===== config.mk =====
export PLATFORM = sky130hd
export DESIGN_NAME = check_slot
export DESIGN_NICKNAME = d
export VERILOG_FILES = /design/src/rtl/test_result_monitor_pkg.sv /design/src/rtl/test_result_monitor_slot.sv
export SDC_FILE = /design/constraint.sdc
export NUM_CORES = 1
export LEC_CHECK = 0
export BUFFER_PORTS_ARGS = -buffer_cell sky130_fd_sc_hd__buf_2
export CORE_MARGIN = 5
export CORE_UTILIZATION = 32
export CTS_CLUSTER_SIZE = 12
export DETAILED_ROUTE_END_ITERATION = 12
export PLACE_DENSITY_LB_ADDON = 0.2
export SLEW_MARGIN = 20
export SYNTH_ARGS = -nofsm -noshare
export SYNTH_HDL_FRONTEND = slang
export SYNTH_SLANG_ARGS = --single-unit

===== constraint.sdc =====
create_clock -name clk -period 1.33 [get_ports clk]
set_clock_uncertainty 0.05 [all_clocks]
set_input_delay 0.266 -clock clk [delete_from_list [all_inputs] [get_ports clk]]
set_output_delay 0.266 -clock clk [all_outputs]
set_load 0.03 [all_outputs]

===== src/rtl/test_result_monitor_pkg.sv =====
`default_nettype none
// ============================================================================
// Module      : test_monitor_pkg
// Description : Shared types and constants for the 6502 test result monitor.
// Revision    : 1.0 - initial release
// ============================================================================
package test_monitor_pkg;

  // Monitor sequencing: idle, window open, one-cycle evaluation, verdict held
  typedef enum logic [1:0] {
    IDLE  = 2'd0,
    RUN   = 2'd1,
    CHECK = 2'd2,
    DONE  = 2'd3
  } state_t;

  // Failure cause reported alongside the failing channel index
  typedef enum logic [1:0] {
    FC_NONE     = 2'd0,
    FC_MISMATCH = 2'd1,
    FC_MISSING  = 2'd2
  } fail_code_t;

  localparam int MODE_LAST  = 0;
  localparam int MODE_FIRST = 1;

endpackage
`default_nettype wire


===== src/rtl/test_result_monitor_slot.sv =====
`default_nettype none
// ============================================================================
// Module      : check_slot
// Description : One check channel: address match on the write bus and the
//               seen/captured registers for that channel.
// Revision    : 1.0 - initial release
// ============================================================================
module check_slot
  import test_monitor_pkg::*;
#(
  parameter int ADDR_WIDTH = 16,
  parameter int DATA_WIDTH = 8,
  parameter int MODE       = 0
) (
  input  logic                  clk,
  input  logic                  rst_n,
  input  logic                  clear,
  input  logic                  capture_en,
  input  logic                  bus_we,
  input  logic [ADDR_WIDTH-1:0] bus_addr,
  input  logic [DATA_WIDTH-1:0] bus_data,
  input  logic                  en,
  input  logic [ADDR_WIDTH-1:0] addr,
  input  logic [DATA_WIDTH-1:0] expected,
  output logic                  match_now,
  output logic                  mismatch_now,
  output logic                  seen,
  output logic [DATA_WIDTH-1:0] captured
);

  logic                  r_seen;
  logic [DATA_WIDTH-1:0] r_captured;
  logic                  w_take;

  assign match_now    = capture_en && bus_we && en && (bus_addr == addr);
  // In first-write mode only the first hit is taken; later hits are ignored
  assign w_take       = match_now && ((MODE == MODE_LAST) || !r_seen);
  assign mismatch_now = w_take && (bus_data != expected);
  assign seen         = r_seen;
  assign captured     = r_captured;

  // Record that the channel was written and keep the value of interest
  always_ff @(posedge clk or negedge rst_n) begin
    if (!rst_n) begin
      r_seen     <= 1'b0;
      r_captured <= '0;
    end else if (clear) begin
      r_seen     <= 1'b0;
      r_captured <= '0;
    end else if (w_take) begin
      r_seen     <= 1'b1;
      r_captured <= bus_data;
    end
  end

endmodule
`default_nettype wire


---- Word level (Yosys, flattened, before mapping) ----
Cells that the tools add are included.
operators by class
  equal/unequal tests ..................... 2
  muxes and demuxes ....................... 4
  reduce and logical (&&, ||, !) cells .... 5
operators with widths
  kind                count
  == test 16 bit      1
  2-to-1 mux 8 bit    2
  != test 8 bit       1
  logical AND 1 bit   4
  2-to-1 mux 1 bit    2
  nonzero test 2 bit  1
storage, ports and cells
  register bits ........................... 9

---- Depth between registers and ports, before layout ----
  word-level depth ........................ 5
  depth in mapped cells ................... 6

---- Worst setup path after synthesis ----
No wires, ideal clock.
  kind .................................... input -> output
  from .................................... input addr[6]
  to ...................................... output mismatch_now
  arrival time ............................ 1.756 ns
  slack ................................... -0.742 ns
  cell stages on the path ................. 4
  path buffers ............................ 0
  cells stage by stage .................... xor2_1 > nor4_2 > nand4_2 > a211oi_1
on the way
  word-level cells in the longest chain between the ends .. 3
RTL lines
  element            RTL line                        text
  from (decl)        test_result_monitor_slot.sv:23  input logic [ADDR_WIDTH-1:0] addr,
  == test 16 bit     test_result_monitor_slot.sv:35  assign match_now = capture_en && bus_we && en && (bus_addr == addr);
  logical AND 1 bit  test_result_monitor_slot.sv:35
  logical AND 1 bit  test_result_monitor_slot.sv:38  assign mismatch_now = w_take && (bus_data != expected);
  to (decl)          test_result_monitor_slot.sv:26  output logic mismatch_now,
No other way between the ends.

---- Final worst setup path ----
  from .................................... input addr[3]
  to ...................................... output mismatch_now
The elaborated chain is that of the path after synthesis.

==> run metrics <==
XOR/XNOR Fraction of Synth Area 30.43%; Max IR drop VDD 0.0004448 V; main combinational cell family by area after synthesis XOR/XNOR gates; die height 56.46 um; filler cell count 188; r2r startpoint captured[0]; vias in the first global route 905; area leader, netlist dfrtp_1; upper clock frequency limit 0.5605 GHz; total CTS buffers 3; flop2flop setup slack 0.62 ns; DRC Markers 0; RSZ-0062 raised after global routing yes; fin. max-slew vios 0; Final Hold Fails 0; Tightest Pin Transition 0.2964 ns; WL final 2367 um; Nets 212; Max clock buf depth 2; hold_sp bus_data[6]; antenna violations before repair 0; CTS H-tree lvls 1; Area after DPL 0.001149 mm2; failing checks setup timing; Final ANT Viol Nets 0; Worst Path Arrival 1.47 ns; post-DP HPWL 1972 um; Clk Tree Root Cell clkbuf_4; Final GP Congestion 0.6956; Total GRT Usage 14.74%; first-pass GRT wire length 3774 um; worst r2r dst captured[0]; Final WS setup -0.4542 ns; Min Clock Period, post-route 1.784 ns; Syn. warnings 0; register bit total from synthesis 9; endpoints failing setup 10; crit path max fanout 4; grt ovf 0; final core occ 62.06%; Hold Crit Endpoint captured[6]; Seq/Total Area, Yosys 32.61%; fin crit share 134.2%; Setup CP Type input pin to output pin; design area 0.001242 mm2; number of I/O port buffers 64; Area Growth Syn to Fin 79.89%; share of the synthesized area in the top cell type 32.61%; post-synthesis compound-gate area fraction 13.41%; CTS tree built; post-synthesis cell area 690.7 um2; CP endpoint kind output pin; die area 0.003187 mm2; Cell variety after synth 17; Initial Util 34.50%; Cells after Synth 76; CP Launch Type input pin; Rows 16; outcome finished, violations left; Max-Cap Viols 0; clock-pin slew on the worst setup and hold paths 0.06 ns; antenna cells 0; drt pass-1 iters 4; mux cell area share after synthesis 0%; Worst slew margin 80.08%; Die Width 56.46 um; WHS Path Cells 3; post-synthesis simple-gate area fraction 20.11%; Static Leakage 0.6479 nW; # IOs 65; detailed-route wire length per cell 12.86 um; iteration-0 DRC count of the detailed router 10; largest net degree at the start of global routing 10; synth top area cells dfrtp_1 33%, xor2_1 27%, nand3_1 7.2%; core footprint 0.002002 mm2; clock insertion delay at the later pin of the skew report 0.26 ns; Post-Syn Nets 130; share of layout cells above drive strength 1 57.96%; R2R cell count 2; clock sink total 9; post-synthesis share of cell area spent on full adders, half adders and majority gates 0%; average footprint of a synthesized cell 9.088 um2; Required @ worst endpoint 1.01 ns; via-per-instance ratio 4.674; P per Cell Area 577.0 mW/mm2; hold crit path type input pin to flop; Vias 860
==> cell usage in the layout, fill, tap and decap left out <==
cell / n
nor2_1: 2
nor4_1: 2
dfrtp_1: 9
xor2_1: 20
nand3_2: 1
nor2_2: 1
nand4_2: 1
xnor2_1: 3
a211oi_4: 1
dlygate4sd3_1: 1
buf_2: 60
nor4_2: 2
nand3_1: 9
a21oi_1: 9
xor2_2: 1
o21ai_1: 8
and3b_1: 1
clkbuf_1: 1
buf_4: 15
buf_6: 5
clkbuf_4: 3
and2_1: 1
nor4_4: 1
==> sequential cells by signal (all words and copies together) (netlist names) <==
register,count
captured,8
seen,1
==> through the flow <==
step	hold slack, ns	total power, mW	instances	worst slack (ns)	setup TNS, ns
after detailed placement	0.08384	0.4884	178	-0.5151	-3.954
after floorplan	-0.07959	0.3580	76	-0.3863	-1.572
final	0.2301	0.7169	184	-0.4542	-1.815
after global placement	0.07748	0.4819	178	-0.5129	-3.899
after CTS	0.2218	0.7139	183	-0.4724	-1.529
after global routing	0.2234	0.7601	184	-0.5187	-2.414
==> where the power goes <==
part / internal [mW] / switching, mW / total, mW
clock: 0.116 / 0.102 / 0.217
sequential: 0.274 / 0.000000538 / 0.274
combinational: 0.123 / 0.103 / 0.226
==> synthesized netlist by cell type, drive strengths merged <==
cell type,instances
xor2,21
nand3,10
a21oi,9
dfrtp,9
o21ai,8
nor4,5
buf,3
nor2,3
xnor2,3
a211oi,1
and2,1
and3b,1
clkbuf,1
nand4,1
==> layout make-up <==
type	instances	area, um2	share of cell area, %
flip-flops and latches	9	225.2	18.13
repair buffers	81	479.2	38.57
well taps	27	33.78	2.719
multi-input cells	63	478.0	38.47
clock buffers	4	26.28	2.115
==> timing repair <==
action,CTS,global route
hold endpoints to repair,9,0
setup endpoints to repair,10,11
buffers inserted,0,1
resized for setup,5,5
pin swaps,3,2
hold buffers,1,0
==> worst max path at each step <==
stage | start | endpoint | slack (ns) | depth (start not counted)
floorplan | addr[6] | mismatch_now | -0.39 | 4
global placement | addr[12] | mismatch_now | -0.51 | 6
detailed placement | addr[12] | mismatch_now | -0.52 | 6
CTS | addr[3] | mismatch_now | -0.47 | 6
global route | addr[3] | mismatch_now | -0.52 | 6
finish | addr[3] | mismatch_now | -0.45 | 6
==> worst max-delay path, stage by stage <==
cell and delay (ns):
buf_6 0.09, xor2_1 0.16, nor4_2 0.35, nand4_2 0.23
a211oi_4 0.22, buf_6 0.16
==> routing by layer <==
metal  track usage [%]  part of all wire (%)
met5                 0                     0
met4             3.051                     0
met3             4.587                   6.3
met2             28.71                    60
met1             15.06                    34
==> cells by family after synthesis <==
kind of cell | after synthesis
buf+inv | 4
xor+xnor | 24
simple gates | 21
compound gates | 18
flops | 9
Power figures use the tool's default switching activity.
